$ cat src/rtl/traffic_pkg.sv
// traffic_pkg: shared light codes and state encodings for the traffic controller and its sensor front end.
package traffic_pkg;
  localparam logic [1:0] RED = 2'd0, GREEN = 2'd1, YELLOW = 2'd2;
  typedef enum logic [1:0] {C_HWY_GREEN, C_HWY_YELLOW, C_SIDE_GREEN, C_SIDE_YELLOW} ctrl_state_t;
  typedef enum logic [2:0] {
    S_IDLE = 3'd0, S_QUAL = 3'd1, S_PRESENT = 3'd2, S_HOLD = 3'd3, S_FAULT = 3'd4
  } sensor_state_t;
endpackage

$ cat src/rtl/road_sensor_conditioner_if.sv
// road_sensor_conditioner_if: raw detector input and conditioned request/status outputs.
interface road_sensor_conditioner_if #(parameter int CNT_W = 8);
  logic             sensor_raw;
  logic             x;
  logic             fault;
  logic [CNT_W-1:0] car_count;
  modport master (output sensor_raw, input x, fault, car_count);
  modport slave (input sensor_raw, output x, fault, car_count);
endinterface

$ cat src/rtl/tick_prescaler.sv
// tick_prescaler: one-cycle tick every DIV clocks, continuously high when DIV is 1.
module tick_prescaler #(parameter int DIV = 4) (
  input  logic clock,
  input  logic clear,
  output logic tick
);
  localparam int W = DIV > 1 ? $clog2(DIV) : 1;
  logic [W-1:0] r_cnt;
  always_ff @(posedge clock)
    if (clear) r_cnt <= '0;
    else r_cnt <= (r_cnt == W'(DIV - 1)) ? '0 : r_cnt + 1'b1;
  assign tick = r_cnt == W'(DIV - 1);
endmodule

$ cat src/rtl/road_sensor_conditioner.sv
// road_sensor_conditioner: synchronises, debounces and hold-stretches the side-road loop into request x.
module road_sensor_conditioner
  import traffic_pkg::*;
#(
  parameter int TICK_DIV  = 4,
  parameter int DEBOUNCE  = 3,
  parameter int HOLD      = 4,
  parameter int STUCK_MAX = 64,
  parameter int CNT_W     = 8
) (
  input logic clock,
  input logic clear,
  road_sensor_conditioner_if.slave bus
);
  localparam int Q_W = $clog2(DEBOUNCE);
  localparam int H_W = HOLD > 1 ? $clog2(HOLD) : 1;
  localparam int O_W = $clog2(STUCK_MAX);
  logic             r_s1, r_s2;
  logic             w_tick;
  sensor_state_t    r_state;
  logic [Q_W-1:0]   r_q_cnt;
  logic [H_W-1:0]   r_h_cnt;
  logic [O_W-1:0]   r_on_cnt;
  logic [CNT_W-1:0] r_count;
  logic             r_x, r_fault;
  tick_prescaler #(.DIV(TICK_DIV)) u_tick (.clock(clock), .clear(clear), .tick(w_tick));
  // x and fault are assigned alongside each state transition so they track the state register
  always_ff @(posedge clock) begin
    if (clear) begin
      r_s1 <= 1'b0;
      r_s2 <= 1'b0;
      r_state <= S_IDLE;
      r_q_cnt <= '0;
      r_h_cnt <= '0;
      r_on_cnt <= '0;
      r_count <= '0;
      r_x <= 1'b0;
      r_fault <= 1'b0;
    end else begin
      r_s1 <= bus.sensor_raw;
      r_s2 <= r_s1;
      if (r_state > S_FAULT) begin
        r_state <= S_IDLE;
        r_x <= 1'b0;
        r_fault <= 1'b0;
      end else if (w_tick) begin
        case (r_state)
          S_IDLE:
            if (r_s2) begin
              r_state <= S_QUAL;
              r_q_cnt <= Q_W'(1);
            end
          S_QUAL:
            if (!r_s2) begin
              r_state <= S_IDLE;
              r_q_cnt <= '0;
            end else if (r_q_cnt == Q_W'(DEBOUNCE - 1)) begin
              r_state <= S_PRESENT;
              r_on_cnt <= '0;
              r_x <= 1'b1;
              r_count <= &r_count ? r_count : r_count + 1'b1;
            end else r_q_cnt <= r_q_cnt + 1'b1;
          S_PRESENT:
            if (!r_s2) begin
              r_state <= S_HOLD;
              r_h_cnt <= '0;
            end else if (r_on_cnt == O_W'(STUCK_MAX - 1)) begin
              r_state <= S_FAULT;
              r_x <= 1'b0;
              r_fault <= 1'b1;
            end else r_on_cnt <= r_on_cnt + 1'b1;
          S_HOLD:
            if (r_s2) begin
              r_state <= S_PRESENT;
              r_on_cnt <= '0;
            end else if (r_h_cnt == H_W'(HOLD - 1)) begin
              r_state <= S_IDLE;
              r_x <= 1'b0;
            end else r_h_cnt <= r_h_cnt + 1'b1;
          S_FAULT:
            if (!r_s2) begin
              r_state <= S_IDLE;
              r_fault <= 1'b0;
            end
          default: begin
            r_state <= S_IDLE;
            r_x <= 1'b0;
            r_fault <= 1'b0;
          end
        endcase
      end
    end
  end
  assign bus.x = r_x;
  assign bus.fault = r_fault;
  assign bus.car_count = r_count;
endmodule

$ cat src/flat_wrapper.sv
// flat-port wrapper written by rule: the top's interface ports become plain ports
module road_sensor_conditioner_flat import traffic_pkg::*;
#(
  parameter int TICK_DIV  = 4,
  parameter int DEBOUNCE  = 3,
  parameter int HOLD      = 4,
  parameter int STUCK_MAX = 64,
  parameter int CNT_W     = 8
)
  (clock, clear, bus_sensor_raw, bus_x, bus_fault, bus_car_count);
  road_sensor_conditioner_if #(.CNT_W(CNT_W)) bus_i ();
  input logic clock;
  input logic clear;
  input wire logic [$bits(bus_i.sensor_raw)-1:0] bus_sensor_raw;
  output wire logic [$bits(bus_i.x)-1:0] bus_x;
  output wire logic [$bits(bus_i.fault)-1:0] bus_fault;
  output wire logic [$bits(bus_i.car_count)-1:0] bus_car_count;
  assign bus_i.sensor_raw = bus_sensor_raw;
  assign bus_x = bus_i.x;
  assign bus_fault = bus_i.fault;
  assign bus_car_count = bus_i.car_count;
  road_sensor_conditioner #(.TICK_DIV(TICK_DIV), .DEBOUNCE(DEBOUNCE), .HOLD(HOLD), .STUCK_MAX(STUCK_MAX), .CNT_W(CNT_W)) u_core (.clock(clock), .clear(clear), .bus(bus_i));
endmodule
$ cat config.mk
export PLATFORM = sky130hd
export DESIGN_NAME = road_sensor_conditioner_flat
export DESIGN_NICKNAME = d
export VERILOG_FILES = /design/src/rtl/traffic_pkg.sv /design/src/rtl/road_sensor_conditioner_if.sv /design/src/rtl/tick_prescaler.sv /design/src/rtl/road_sensor_conditioner.sv /design/src/flat_wrapper.sv
export SDC_FILE = /design/constraint.sdc
export NUM_CORES = 1
export LEC_CHECK = 0
export CORE_UTILIZATION = 56
export CTS_CLUSTER_SIZE = 8
export DETAILED_ROUTE_END_ITERATION = 10
export PLACE_DENSITY_LB_ADDON = 0.25
export SLEW_MARGIN = 15
export SYNTH_ARGS = -nofsm -noshare
export SYNTH_HDL_FRONTEND = slang
export SYNTH_SLANG_ARGS = --single-unit
$ cat constraint.sdc
create_clock -name clock -period 2.1 [get_ports clock]
set_clock_uncertainty 0.05 [all_clocks]
set_input_delay 0.42 -clock clock [delete_from_list [all_inputs] [get_ports clock]]
set_output_delay 0.42 -clock clock [all_outputs]
set_load 0.05 [all_outputs]
==> metrics <==
NumNets Final=198; routed wire length=3089 um; clock tree root buffer cell=clkbuf_4; total grt overflow=0; static leakage=0.6930 nW; Die X=53.28 um; number of I/O pins=13; HPWL after DPL=2323 um; startpoint type of the worst setup path=flip-flop; slew at the pin closest to its max-slew limit=0.6404 ns; vias per cell=6.041; last weighted congestion value of the routability-driven placer=0.8977; Critical-path top delay cell=clkdlybuf4s50_1; initial detailed-routing violation count=18; Post-Synthesis Net Count=183; filler instances=219; Worst Path Buf+Inv=1; vias in the first global route=1,232; register area=540.5 sq um; setup repair bufs after CTS=0; overall die area=0.002839 sq mm; clock tree from TritonCTS=done; family with the most delay on the worst path=buffers and inverters; Worst EP required=1.63 ns; maximum VDD drop=443.9 uV; remaining design rule violation count=0; maximum count of clock buffers along a single path=2; share of the core filled with cells in the final layout=67.73%; setup repair after global routing missed its margin=no; Antenna Nets Post-Route=0; initial antenna violation count=0; Synth area leaders=dfxtp_1 37%, a21oi_1 4.8%, mux2i_1 4.8%; Power Dens Cells=471.1 mW/mm^2; maximum fanout along the worst path=4; final standard cell area without fillers=0.001678 sq mm; Final Max Tran Viols=0; H-tree depth=1; average wire per standard cell=14.11 um; cell area reported after detailed placement=0.001637 sq mm; drt first pass iters=4; kind of path behind the tightest hold check=reg -> reg; critical path arrival=1.56 ns; unique cell type count in the Yosys netlist=44; number of clock sinks=27; final setup fails=0; cells along the critical path=clkdlybuf4s50_1; Worst Setup Path Type=reg -> out; TNS Setup=0 ns; worst max-slew margin expressed relative to the limit=56.98%; fraction of post-synthesis cell area in the top cell type by area=36.70%; initial core utilization=59.44%; EDFF count, synth=0; maximum frequency from static timing analysis=492.1 MHz; TritonCTS Buffers=3; Syn-to-layout area delta=13.93%; row count=18; Critical Path Max Stage Delay=0.82 ns; vertical extent of the die=53.28 um; insertion delay of the later-clocked pin in the worst-skew pair=0.32 ns; global-route wire length before repair=5133 um; type of element capturing the critical path=output pin; number of warnings reported in the yosys synthesis log=0; clock transition at the registers of the reported paths=0.15 ns; Placeable Area=0.002477 sq mm; result of the run=finished clean; mean area per synthesized cell=8.415 sq um; total of flip-flops plus latches after synthesis=27; final hold vios=0; fraction of layout cells with a size suffix above 1=8.466%; all-layer global routing usage=24.61%; sequential area share after synthesis=36.70%; fraction of registers with async set or reset after synthesis=0%; dominant register cell in the synthesized netlist=dfxtp_1; period utilization=96.77%; maximum number of pins on one net before global-route repair=18; max-capacitance violation count=0; diode insertion count for antenna repair=0; vias post-DR=1,323; multi-input gate area in the final layout=870.8 sq um; Design Power=0.7905 mW; dominant cell type by area after synthesis=dfxtp_1; Port-buffer cells=12; post-synthesis instance total=175; fin crit period=2.032 ns; Mapped Area=0.001473 sq mm
[worst paths after layout]
check                          startpoint                       to  slack, ns  depth (start not counted)
setup / recovery  u_core.bus.car_count[5]         bus_car_count[5]       0.07                          1
hold / removal     u_core.u_tick.r_cnt[0]   u_core.u_tick.r_cnt[0]       0.39                          1
setup reg to reg   u_core.u_tick.r_cnt[0]  u_core.bus.car_count[7]       0.23                          5
hold reg to reg    u_core.u_tick.r_cnt[0]   u_core.u_tick.r_cnt[0]       0.39                          1
[metrics by stage]
stage / worst slack (ns) / instances / hold WS (ns)
finish: 0.06788 / 219 / 0.3943
global placement: 0.3596 / 215 / 0.3610
CTS: 0.007383 / 219 / 0.3965
floorplan: 0.1698 / 175 / 0.3543
detailed placement: 0.2631 / 215 / 0.3739
global route: 0.02421 / 219 / 0.4213
[layout by cell type, fill, tap and decap left out, drive strengths merged, types with 3 or more instances in the layout]
cell type / synthesis / routed
dfxtp: 27 / 27
a21oi: 14 / 14
nand2: 14 / 14
nor2: 14 / 14
o21ai: 12 / 12
nand3: 10 / 10
or3: 7 / 7
mux2i: 7 / 7
inv: 6 / 6
clkdlybuf4s50: 0 / 6
dlymetal6s2s: 0 / 6
buf: 6 / 6
ha: 5 / 5
nor2b: 4 / 4
nor3: 4 / 4
o31ai: 4 / 4
clkbuf: 2 / 4
a211oi: 3 / 3
nand2b: 3 / 3
or2: 3 / 3
nor3b: 3 / 3
[cell type report]
cell class	instances	area share (%)
Sequential cell	27	32.21
Timing Repair Buffer	18	10.74
Tap cell	30	2.237
Inverter	6	1.342
Multi-Input combinational cell	134	51.90
Clock buffer	4	1.566
[where the power goes]
group / leakage, nW / internal (mW) / switching, mW / total, mW
registers: 0.218 / 0.520 / 0.00556 / 0.525
clock network: 0.0150 / 0.0742 / 0.148 / 0.223
logic: 0.460 / 0.0195 / 0.0232 / 0.0427
[cells in the mapped netlist (2+ instances only)]
library cell and count:
nand3_1 10, or4_1 2, inv_1 6, nand2b_1 3, a211oi_1 3, nor3b_4 2
xor2_1 2, ha_1 5, nor2b_1 4, dfxtp_1 27, mux2i_1 7, clkbuf_1 2
a21oi_1 14, or3b_1 2, nor2_1 14, o311a_1 2, or2_2 2, o21ai_0 12
nor3_1 4, a31oi_1 2, nor4_1 2, nand2_1 14, or3_1 7, o31ai_1 4
buf_2 4
[metal layers]
layer / routed length, um / global-route usage (%) / up-vias
li1: - / - / 669
met2: 1499 / 43.96 / 32
met5: 0 / 0 / -
met1: 1451 / 29.83 / 616
met4: 39 / 8.772 / 0
met3: 99 / 2.586 / 6
[what timing repair did]
item                                    4_1_cts  5_1_grt
hold buffers                                  0        0
resized for setup                             0        6
endpoints found under the setup margin        0        6
endpoints found under the hold margin         0        0
[logic make-up (layout without fill, tap and decap cells)]
kind of cell             count (synthesis)  after routing  share of synthesized area (%)
multiplexers                             7              7                          4.758
AO/OA/AOI/OAI                           45             45                          19.71
AND/OR/NAND/NOR                         75             75                          29.23
adder cells (fa/ha/maj)                  5              5                          4.248
XOR/XNOR                                 2              2                          1.190
buffers and inverters                   14             28                          4.163
flip-flops                              27             27                          36.70
[sequential cells by signal, summed over array words and instances (netlist names)]
signal / flops
u_core.bus.car_count: 8
u_core.r_on_cnt: 6
u_core.r_state: 3
u_core.r_h_cnt: 2
u_core.r_q_cnt: 2
u_core.u_tick.r_cnt: 2
u_core.bus.fault: 1
u_core.bus.x: 1
u_core.r_s1: 1
u_core.r_s2: 1
(Power assumes the default switching activity.)
